**config.mk**
```make
export PLATFORM = sky130hd
export DESIGN_NAME = lt_sequencer
export DESIGN_NICKNAME = d
export VERILOG_FILES = /design/src/rtl/lat_tester_pkg.sv /design/src/rtl/lt_sensor_cond.sv /design/src/rtl/lt_sequencer.sv
export SDC_FILE = /design/constraint.sdc
export NUM_CORES = 1
export LEC_CHECK = 0
export CORE_AREA = 2 2 93 95
export DETAILED_ROUTE_END_ITERATION = 7
export DIE_AREA = 0 0 95 97
export MAX_ROUTING_LAYER = met4
export PLACE_DENSITY = 0.63
export RECOVER_POWER = 25
export SYNTH_ARGS = -nofsm -noshare
export SYNTH_HDL_FRONTEND = slang
export SYNTH_SLANG_ARGS = --single-unit
```
**constraint.sdc**
```tcl
create_clock -name clk27 -period 2.2 [get_ports clk27]
set_input_delay 0.44 -clock clk27 [delete_from_list [all_inputs] [get_ports clk27]]
set_output_delay 0.44 -clock clk27 [all_outputs]
set_load 0.01 [all_outputs]
```
**src/rtl/lat_tester_pkg.sv**
```systemverilog
// Shared types and defaults for the latency-test sequencer.
// The optional sensor debounce is enabled by defining LT_DEBOUNCE_EN.
package lat_tester_pkg;

    localparam int unsigned LT_CNT_W = 24;
    localparam logic [LT_CNT_W-1:0] LT_TIMEOUT_CYC = 24'd13500000;
    localparam logic [7:0] LT_DEBOUNCE_CYC = 8'd16;

    typedef enum logic [1:0] {
        LT_POS_NONE        = 2'd0,
        LT_POS_TOPLEFT     = 2'd1,
        LT_POS_CENTER      = 2'd2,
        LT_POS_BOTTOMRIGHT = 2'd3
    } lt_pos_e;

    typedef enum logic [1:0] {
        IDLE     = 2'd0,
        PRECHECK = 2'd1,
        MEASURE  = 2'd2
    } lt_state_e;

endpackage

```
**src/rtl/lt_sensor_cond.sv**
```systemverilog
// Light-sensor conditioning: 2-FF synchronizer, registered edge detect and,
// with LT_DEBOUNCE_EN defined, a stable-high qualifier on the detect pulse.
module lt_sensor_cond
    import lat_tester_pkg::*;
(
    input  logic clk27,
    input  logic reset,
    input  logic sensor_in,
    output logic sensor_s,
    output logic detect,
    output logic capture
);

    logic sync1;
    logic sensor_q;

`ifdef LT_DEBOUNCE_EN
    logic [7:0] run_cnt;
`endif

    always_ff @(posedge clk27) begin
        if (reset) begin
            sync1    <= 1'b0;
            sensor_s <= 1'b0;
            sensor_q <= 1'b0;
            detect   <= 1'b0;
            capture  <= 1'b0;
`ifdef LT_DEBOUNCE_EN
            run_cnt  <= 8'd0;
`endif
        end else begin
            sync1    <= sensor_in;
            sensor_s <= sync1;
            sensor_q <= sensor_s;
            // Strobe marks the first high cycle so the caller can snapshot its counter
            capture  <= sensor_s & ~sensor_q;
`ifdef LT_DEBOUNCE_EN
            if (sensor_s) begin
                if (run_cnt != 8'hFF) run_cnt <= run_cnt + 8'd1;
            end else begin
                run_cnt <= 8'd0;
            end
            // Fires once, on the DEBOUNCE_CYC-th consecutive high cycle
            detect <= sensor_s && (run_cnt == (LT_DEBOUNCE_CYC - 8'd1));
`else
            detect <= sensor_s & ~sensor_q;
`endif
        end
    end

endmodule

```
**src/rtl/lt_sequencer.sv**
```systemverilog
// Latency-test run controller: arms on a dark frame boundary, then counts clk27
// cycles until the light sensor fires. Optional debounce via LT_DEBOUNCE_EN.
module lt_sequencer
    import lat_tester_pkg::*;
#(
    parameter int unsigned         CNT_W       = LT_CNT_W,
    parameter logic [CNT_W-1:0]    TIMEOUT_CYC = CNT_W'(LT_TIMEOUT_CYC)
) (
    input  logic             clk27,
    input  logic             reset,
    input  logic             start,
    input  logic             abort,
    input  logic [1:0]       mode_in,
    input  logic             vsync_in,
    input  logic             sensor_in,
    output logic             lt_active,
    output logic [1:0]       lt_mode,
    output logic [CNT_W-1:0] result,
    output logic             result_valid,
    output logic             timeout,
    output logic             busy
);

    lt_state_e        state;
    logic [CNT_W-1:0] cnt;
    logic [CNT_W-1:0] cap_cnt;
    logic             vsync_d;
    logic             vs_fall;
    logic             sensor_s;
    logic             detect;
    logic             capture;
    logic             at_limit;

    lt_sensor_cond u_sensor_cond (
        .clk27     (clk27),
        .reset     (reset),
        .sensor_in (sensor_in),
        .sensor_s  (sensor_s),
        .detect    (detect),
        .capture   (capture)
    );

    assign vs_fall  = vsync_d & ~vsync_in;
    assign at_limit = (cnt == (TIMEOUT_CYC - CNT_W'(1)));

    always_ff @(posedge clk27) begin
        if (reset) begin
            state        <= IDLE;
            cnt          <= '0;
            cap_cnt      <= '0;
            vsync_d      <= 1'b1;
            lt_active    <= 1'b0;
            lt_mode      <= LT_POS_NONE;
            result       <= '0;
            result_valid <= 1'b0;
            timeout      <= 1'b0;
            busy         <= 1'b0;
        end else begin
            vsync_d <= vsync_in;
            if (capture) cap_cnt <= cnt;

            case (state)
                IDLE: begin
                    if (start) begin
                        lt_mode      <= mode_in;
                        result_valid <= 1'b0;
                        timeout      <= 1'b0;
                        cnt          <= '0;
                        busy         <= 1'b1;
                        state        <= PRECHECK;
                    end
                end

                PRECHECK: begin
                    if (abort) begin
                        state        <= IDLE;
                        busy         <= 1'b0;
                        lt_active    <= 1'b0;
                        result_valid <= 1'b0;
                        timeout      <= 1'b0;
                    end else if (vs_fall && !sensor_s) begin
                        cnt       <= '0;
                        lt_active <= 1'b1;
                        state     <= MEASURE;
                    end else if (at_limit) begin
                        timeout <= 1'b1;
                        busy    <= 1'b0;
                        state   <= IDLE;
                    end else begin
                        cnt <= cnt + CNT_W'(1);
                    end
                end

                MEASURE: begin
                    if (abort) begin
                        state        <= IDLE;
                        busy         <= 1'b0;
                        lt_active    <= 1'b0;
                        result_valid <= 1'b0;
                        timeout      <= 1'b0;
                    end else if (detect) begin
                        // Without debounce the strobe coincides with detect
                        result       <= capture ? cnt : cap_cnt;
                        result_valid <= 1'b1;
                        lt_active    <= 1'b0;
                        busy         <= 1'b0;
                        state        <= IDLE;
                    end else if (at_limit) begin
                        timeout      <= 1'b1;
                        result_valid <= 1'b0;
                        lt_active    <= 1'b0;
                        busy         <= 1'b0;
                        state        <= IDLE;
                    end else if (cnt != {CNT_W{1'b1}}) begin
                        cnt <= cnt + CNT_W'(1);
                    end
                end

                default: begin
                    state     <= IDLE;
                    busy      <= 1'b0;
                    lt_active <= 1'b0;
                end
            endcase
        end
    end

endmodule

```
## Word-level counts from Yosys, hierarchy flattened

Cells that the tools add are included.

| word-level totals | value |
|---|---|
| register bits after elaboration | 85 |
| input port bits | 8 |
| logic and storage cells | 89 |

| operators by class | value |
|---|---|
| add/sub/neg operators | 1 |
| equal/unequal tests | 16 |
| multiplexer cells | 41 |
| bitwise logic cells | 6 |
| reduce and logical (&&, ||, !) cells | 11 |

Operator list:

| kind | number |
|---|---|
| 24-bit two-way mux | 9 |
| 24-bit case mux with 3 select lines | 1 |
| 24-bit by 1-bit adder with 24-bit output, second input constant | 1 |
| 24-bit == test, second input constant | 1 |
| 24-bit != test, second input constant | 1 |
| 1-bit two-way mux | 20 |
| 2-bit != test, second input constant | 7 |
| 2-bit two-way mux | 6 |
| 3-bit != test, second input constant | 4 |
| 1-bit case mux with 3 select lines | 4 |
| 4-bit AND reduction | 2 |
| 8-bit AND reduction | 1 |
| 2-bit case mux with 3 select lines | 1 |
| 3-bit AND reduction | 2 |
| 4-bit by 3-bit != test with 1-bit output, second input constant | 1 |
| 1-bit inverter | 4 |
| 2-bit AND reduction | 2 |
| 3-bit nonzero test | 1 |
| 1-bit AND | 2 |
| 2-bit by 1-bit == test with 1-bit output, second input constant | 1 |
| 2-bit == test, second input constant | 1 |
| 2-bit zero test | 1 |
| 1-bit logical AND | 1 |
| 1-bit zero test | 1 |

## Logic depth before layout (Yosys ltp)

Gate-level depths: netlist (run 1).

| depth | value |
|---|---|
| depth after elaboration | 6 |
| depth in mapped cells | 9 |
| gate-level depth less buffers | 7 |

## Hierarchy

A second synthesis (run 1) with hierarchy kept.

| unflattened totals | value |
|---|---|
| cells, all modules | 410 |
| area total of the unflattened synthesis | 3787.4 um^2 |

Modules (own cells, without submodules):

| module | times used | cells each | area an instance (um^2) | sequential area each (um^2) |
|---|---|---|---|---|
| lt_sequencer | 1 | 401 | 3668.5 | 1621.6 |
| lt_sensor_cond | 1 | 9 | 118.9 | 80.1 |

## Least setup slack after synthesis (run 1)

Ideal clock, no wire load.

| path | value |
|---|---|
| kind | register to register |
| start point | reg state[0] |
| end point | reg cnt[20] |
| library setup time | 0.092 ns |
| arrival | 1.995 ns |
| required time | 2.108 ns |
| slack | 0.113 ns |
| cell stages (with the launch flop) | 9 |
| buffers on the path | 1 |
| cell sequence | dfxtp_1 inv_1 ha_1 nor2b_1 a211oi_2 o21ai_2 buf_6 or4_1 o32ai_1 |

| on the way | value |
|---|---|
| cells in the longest elaborated chain, start to end | 3 |
| elaborated cells between the ends (all ways) | 13 |

Ends and longest elaborated chain:

| item | RTL line | source |
|---|---|---|
| start: declaration | lt_sequencer.sv:24 | `lt_state_e state;` |
| start signal: assignment | lt_sequencer.sv:48 | `state <= IDLE;` |
| start signal: assignment | lt_sequencer.sv:70 | `state <= PRECHECK;` |
| start signal: assignment | lt_sequencer.sv:76 | `state <= IDLE;` |
| 2-bit by 1-bit == test with 1-bit output (tied with other cells) | lt_sequencer.sv:62 | `case (state)` |
| 3-bit != test (no source line) (tied with other cells) | n/a |  |
| 8-bit AND reduction (no source line) | n/a |  |
| end signal: assignment | lt_sequencer.sv:90 | `cnt <= cnt + CNT_W'(1);` |
| end signal: assignment | lt_sequencer.sv:115 | `cnt <= cnt + CNT_W'(1);` |
| end: declaration | lt_sequencer.sv:25 | `logic [CNT_W-1:0] cnt;` |

Several ways; a longest one is shown, not always the timed one.
A chain may end at the register's enable or synchronous reset.

## Final worst setup path (run 1)

| path | value |
|---|---|
| start point | in vsync_in |
| end point | reg cnt[20] |

| on the way | value |
|---|---|
| cells in the longest elaborated chain, start to end | 6 |
| elaborated cells between the ends (all ways) | 8 |

Ends and longest elaborated chain:

| item | RTL line | source |
|---|---|---|
| start: declaration | lt_sequencer.sv:14 | `input logic vsync_in,` |
| 1-bit inverter (*) | lt_sequencer.sv:43 | `assign vs_fall = vsync_d & ~vsync_in;` |
| 1-bit AND (*) | lt_sequencer.sv:43 |  |
| 1-bit logical AND (*) | lt_sequencer.sv:81 | `end else if (vs_fall && !sensor_s) begin` |
| 24-bit two-way mux | lt_sequencer.sv:81 |  |
| 24-bit two-way mux | lt_sequencer.sv:75 | `if (abort) begin` |
| 24-bit case mux with 3 select lines | lt_sequencer.sv:62 |  |

Mark *: on every way between the ends. The rest lies on a longest branch, timed or not. The select of a mux whose other input is x is not followed.

==> impl_metrics.json, run 1 <==
{
  "critical_path_required_ns": 2.42,
  "drc": 0,
  "cts_root_buf": "clkbuf_8",
  "placed_cells": 585,
  "worst_ep_arrival_time_ns": 2.39,
  "critical_path_class": "in2reg",
  "cap_violations": 0,
  "grt_pass1_wl_um": 15510,
  "cts.path.max_buffers": 2,
  "report.final.slew_viol_count": 0,
  "drive_gt1_frac": 0.2754,
  "ios": 38,
  "avgSynthCellArea_um2": 8.100,
  "grt_pass1_vias": 3176,
  "drt-initial-drc-count": 155,
  "timing.hold.ws_ns": 0.3811,
  "setup_viol_count_final": 0,
  "cts_made_buffers": 9,
  "clk_pin_slew_ns": 0.07,
  "hold_start": "u_sensor_cond.sensor_q$_SDFF_PP0_",
  "worst-path-max-fanout": 12,
  "start_kind": "input port",
  "hold_viol": 0,
  "utilization": 0.5671,
  "cts_tree": "yes",
  "netlist_area_mm2": 0.003216,
  "synth_area_leaders": "dfxtp_1 38%, nand2_1 8.6%, a21oi_1 6.5%, o32ai_1 3.0%, nor2_1 2.5%",
  "layout_min_cycle_time_ns": 2.171,
  "grt_max_degree": 37,
  "power_density_mw_per_mm2": 587.8,
  "end_kind": "flip-flop",
  "num_rows": 33,
  "relSlewSlack": 0.6197,
  "synth_cells": 397,
  "ir_drop_mv": 0.3923,
  "areaGrowthSynthToFinish_pct": 43.46,
  "routabilityCongestion": 0.9255,
  "vias": 3385,
  "port_buffers": 37,
  "synth_commonest_cells": "74 x nand2_1, 61 x dfxtp_1, 42 x a21oi_1",
  "synth_top_area_cell": "dfxtp_1",
  "crit_start": "vsync_in",
  "ant_nets": 0,
  "final_cells": 606,
  "antenna_found_initial": 0,
  "cts.sinks": 61,
  "clkLatencyLatePin_ns": 0.35,
  "p_leak_nw": 1.739,
  "synth_seq_cells": 61,
  "hold_path_class": "reg2reg",
  "via_per_inst": 5.586,
  "dp_hpwl_um": 6669,
  "syn_nets": 411,
  "max_freq_mhz": 460.7,
  "fillers": 736,
  "synth.distinct_cells": 60,
  "die-area_mm2": 0.009215,
  "status": "complete, no violations",
  "timing.rr.start": "cnt[0]$_SDFFE_PP0P_",
  "ctsHoldBuffers": 0,
  "core_mm2": 0.008134,
  "finClkSkew_ns": 0.007300,
  "start_util": 0.3953,
  "num-nets-final": 510,
  "first_pass_iters": 4,
  "die_h_um": 97,
  "synth_top_area_share": 0.3798,
  "cts_max_level": 3,
  "die_w_um": 95,
  "synth_edf_count": 0,
  "yosysWarnings": 0,
  "diodes": 0,
  "ys_seq_area_frac": 0.3798,
  "worst_pin_slew_ns": 0.5661,
  "timing.final.crit_share": 0.9867,
  "routed_wl_um": 9586,
  "ys.flop_type": "dfxtp_1",
  "grt_setup_unrepaired": "true",
  "wire_per_inst_um": 15.82,
  "synth_most_common_cell": "nand2_1",
  "synthArstFlopShare": 0,
  "grt_usage": 0.2176,
  "grt_overflow_total": 0
}
## metal layers
layer  up-vias  part of all wire  global-route usage
met2        82              0.46              0.3202
met1      1622              0.48              0.2965
met4         0             0.016             0.08919
met5         -                 0                   -
met3        17             0.043             0.03349
li1       1664                 -                   -
## what timing repair did
action,CTS,global route
cloned,0,1
setup buffers,2,2
resized for setup,5,22
setup endpoints to repair,15,21
pin swaps,1,5
## kinds of logic after synthesis
logic type               Yosys count  synth area share
flip-flops                        61            0.3798
adder cells (fa/ha/maj)            6           0.02335
buffers and inverters             46           0.06420
AO/OA/AOI/OAI                    113            0.2549
AND/OR/NAND/NOR                  170            0.2747
multiplexers                       1          0.003113
## state kept, by name (all words and copies together), names as in the netlist
| name | count |
|---|---|
| result_valid | 1 |
| u_sensor_cond.detect | 1 |
| timeout | 1 |
| result | 24 |
| lt_mode | 2 |
| u_sensor_cond.sensor_s | 1 |
| vsync_d | 1 |
| u_sensor_cond.sync1 | 1 |
| busy | 1 |
| u_sensor_cond.sensor_q | 1 |
| state | 2 |
| lt_active | 1 |
| cnt | 24 |
## final cells by class
cell class | count | area [um2] | share of cell area
inverters | 12 | 45.04 | 0.009764
repair buffers | 121 | 1036 | 0.2246
clock buffers | 10 | 137.6 | 0.02983
well taps | 105 | 131.4 | 0.02848
clock inverters | 6 | 108.9 | 0.02360
multi-input cells | 291 | 1931 | 0.4185
flip-flops and latches | 61 | 1224 | 0.2653
## stage by stage
| stage | area (um2) | setup WS [ns] | power [mW] | setup TNS, ns |
|---|---|---|---|---|
| global route | 4613 | -0.01134 | 2.797 | -0.01134 |
| detailed placement | 4177 | -0.3954 | 1.427 | -7.906 |
| CTS | 4462 | -0.002568 | 2.684 | -0.002568 |
| floorplan | 3216 | 0.1129 | 1.314 | 0 |
| finish | 4613 | 0.02936 | 2.711 | 0 |
| global placement | 4177 | -0.3668 | 1.424 | -7.236 |
## cell usage in the layout, fill, tap and decap left out, types with 3 or more instances in the layout
| cell | n |
|---|---|
| dfxtp_1 | 59 |
| buf_4 | 80 |
| nor2_1 | 21 |
| nand3_1 | 14 |
| a211oi_1 | 7 |
| o32ai_2 | 7 |
| inv_1 | 12 |
| a221oi_2 | 3 |
| a21oi_1 | 42 |
| buf_12 | 3 |
| ha_1 | 4 |
| nor2b_1 | 7 |
| a211oi_2 | 4 |
| a32o_1 | 3 |
| o21ai_0 | 8 |
| a221oi_1 | 6 |
| nor4_4 | 3 |
| clkbuf_8 | 10 |
| a221o_1 | 3 |
| o22ai_1 | 3 |
| nor3_1 | 9 |
| nand2b_1 | 4 |
| clkdlybuf4s50_1 | 20 |
| nand4_1 | 10 |
| or4_1 | 4 |
| nand2_1 | 74 |
| bufinv_16 | 3 |
| o32ai_1 | 6 |
| dlygate4sd3_1 | 16 |
## worst max-delay path: stages
cell and delay (ns):
clkdlybuf4s50_1 0.42, or4b_1 0.59, a21o_4 0.32, buf_4 0.16, a221oi_1 0.33, o32ai_2 0.12
## final timing paths
check,to,slack (ns),depth (start not counted)
worst min-delay path,u_sensor_cond.detect$_SDFF_PP0_,0.38,1
worst max register to register,cnt[21]$_SDFFE_PP0P_,0.05,7
worst min register to register,u_sensor_cond.detect$_SDFF_PP0_,0.38,1
worst max-delay path,cnt[20]$_SDFFE_PP0P_,0.03,6
## power breakdown
part | switching (mW) | internal [mW] | leakage, nW | total (mW)
combinational | 0.177 | 0.153 | 1.12 | 0.330
sequential | 0.00585 | 1.11 | 0.494 | 1.12
clock | 0.477 | 0.783 | 0.127 | 1.26
(Power assumes the default switching activity.)
==> inputs of run 2 (changes only) <==
--- a/config.mk
+++ b/config.mk
@@ -8,8 +8,9 @@
 export CORE_AREA = 2 2 93 95
 export DETAILED_ROUTE_END_ITERATION = 7
 export DIE_AREA = 0 0 95 97
+export DONT_BUFFER_PORTS = 1
 export MAX_ROUTING_LAYER = met4
-export PLACE_DENSITY = 0.63
+export PLACE_DENSITY = 0.56
 export RECOVER_POWER = 25
 export SYNTH_ARGS = -nofsm -noshare
 export SYNTH_HDL_FRONTEND = slang
==> run 2 against run 1 <==
  * Combinational power is 22% lower
  * Via count is 7.4% lower
  * Non-clock buffer count fell by 68
  * Count of clock-buffer cells in the layout up 3
  * Final cell count shrank 11%
  * Largest cell class unchanged
  * Largest power group is now sequential cells
  * Global-route usage fell by 0.99 points
  * Critical endpoint is now cnt[7]$_SDFFE_PP0P_
==> impl_metrics.json, run 2 (same netlist as run 1, synthesis figures left out) <==
{
  "tns_ns": 0,
  "final_cells": 537,
  "critical_path_class": "reg2reg",
  "mostFrequentLayoutCells": "74 x nand2_1, 58 x dfxtp_1, 46 x buf_4, 41 x a21oi_1, 21 x nor2_1",
  "port_buffers": 0,
  "ios": 38,
  "die_h_um": 97,
  "cts_tree": "yes",
  "timing.final.crit_share": 0.9860,
  "final_common_cell": "nand2_1",
  "report.final.slew_viol_count": 0,
  "p_leak_nw": 1.362,
  "grt_usage": 0.2078,
  "cts_root_buf": "clkbuf_8",
  "ir_drop_mv": 0.3104,
  "grt_pass1_vias": 2925,
  "drive_gt1_frac": 0.2384,
  "start_util": 0.3953,
  "hold_viol": 0,
  "critical_path_required_ns": 2.45,
  "num-nets-final": 441,
  "stdcell_area_mm2": 0.003961,
  "clk_pin_slew_ns": 0.07,
  "drc": 0,
  "cts_max_level": 3,
  "grt_overflow_total": 0,
  "die-area_mm2": 0.009215,
  "ant_nets": 0,
  "routabilityCongestion": 0.8963,
  "areaGrowthSynthToFinish_pct": 23.19,
  "cts_made_buffers": 9,
  "ctsHoldBuffers": 0,
  "start_kind": "flip-flop",
  "worst_pin_slew_ns": 0.7396,
  "status": "complete, no violations",
  "cap_violations": 0,
  "drt-initial-drc-count": 165,
  "worst-path-max-fanout": 7,
  "dp_hpwl_um": 6310,
  "power_density_mw_per_mm2": 617.4,
  "antenna_found_initial": 0,
  "layout_min_cycle_time_ns": 2.169,
  "cts.path.max_buffers": 2,
  "finClkSkew_ns": 0.01473,
  "max_freq_mhz": 461.0,
  "diodes": 0,
  "postPlaceCellArea_mm2": 0.003588,
  "core_mm2": 0.008134,
  "top_regs": "cnt: 24 flops, result: 24 flops",
  "wire_per_inst_um": 17.20,
  "worst_ep_arrival_time_ns": 2.42,
  "routed_wl_um": 9239,
  "hold_path_class": "in2reg",
  "first_pass_iters": 5,
  "via_per_inst": 5.836,
  "num_rows": 33,
  "die_w_um": 95,
  "vias": 3134,
  "grt_max_degree": 62,
  "end_kind": "flip-flop",
  "power_mw": 2.446,
  "timing.hold.ws_ns": 0.1652,
  "cts.sinks": 61,
  "placed_cells": 515,
  "grt_pass1_wl_um": 14790,
  "relSlewSlack": 0.5064,
  "setup_viol_count_final": 0,
  "clkLatencyLatePin_ns": 0.35
}
run 2: changes by cell type in the layout (fill, tap and decap cells not counted), sizes merged:
cell	delta
clkinvlp	+1
clkbuf	+4
clkdlybuf4s50	-20
dlygate4sd3	-16
buf	-33
o21ai	-1
clkinv	-1
bufinv	-2
inv	-1
run 2: worst paths after layout:
| check | startpoint | end | slack, ns | depth (start not counted) |
|---|---|---|---|---|
| max | state[1]$_SDFFE_PP0N_ | cnt[7]$_SDFFE_PP0P_ | 0.03 | 8 |
| min | reset | state[1]$_SDFFE_PP0N_ | 0.17 | 1 |
| max reg2reg | state[1]$_SDFFE_PP0N_ | cnt[7]$_SDFFE_PP0P_ | 0.03 | 8 |
| min reg2reg | u_sensor_cond.sensor_q$_SDFF_PP0_ | u_sensor_cond.detect$_SDFF_PP0_ | 0.38 | 1 |
run 2: power breakdown:
| part | switching, mW | internal [mW] |
|---|---|---|
| sequential | 0.00953 | 1.11 |
| clock | 0.449 | 0.615 |
| combinational | 0.139 | 0.120 |
run 2: critical path: stages, from the launching register on:
cell and delay [ns]:
dfxtp_4 0.37, inv_2 0.04, ha_2 0.16, nor2b_4 0.13
a211oi_2 0.31, o21ai_4 0.15, buf_12 0.16, or4_4 0.51
o32ai_2 0.25
run 2: repair_timing:
action	4_1_cts	5_1_grt
gates resized for setup	2	24
cloned	0	1
pin swaps	0	2
setup buffers	0	5
endpoints found under the setup margin	2	24
run 2: layout make-up:
class                      instances  area (um2)
clock inverter                     3       42.54
multi-input combinational        290        1881
fill                             761        4173
timing repair buffer              53       465.4
inverter                          12       45.04
tap                              105       131.4
sequential                        61        1227
clock buffer                      13       168.9
run 2: layer usage:
| metal | global-route usage | up-vias | wire, um |
|---|---|---|---|
| met4 | 0.07246 | 0 | 127 |
| met5 | - | - | 0 |
| li1 | - | 1520 | - |
| met3 | 0.05296 | 16 | 579 |
| met2 | 0.3077 | 109 | 4263 |
| met1 | 0.2739 | 1489 | 4268 |
run 2: stage by stage:
step                      setup slack [ns]  utilization
after global placement             0.07976       0.4412
after detailed placement           0.01008       0.4412
after floorplan                     0.1129            -
after global routing              -0.01483       0.4870
after CTS                          0.03103       0.4673
final                              0.03081       0.4870
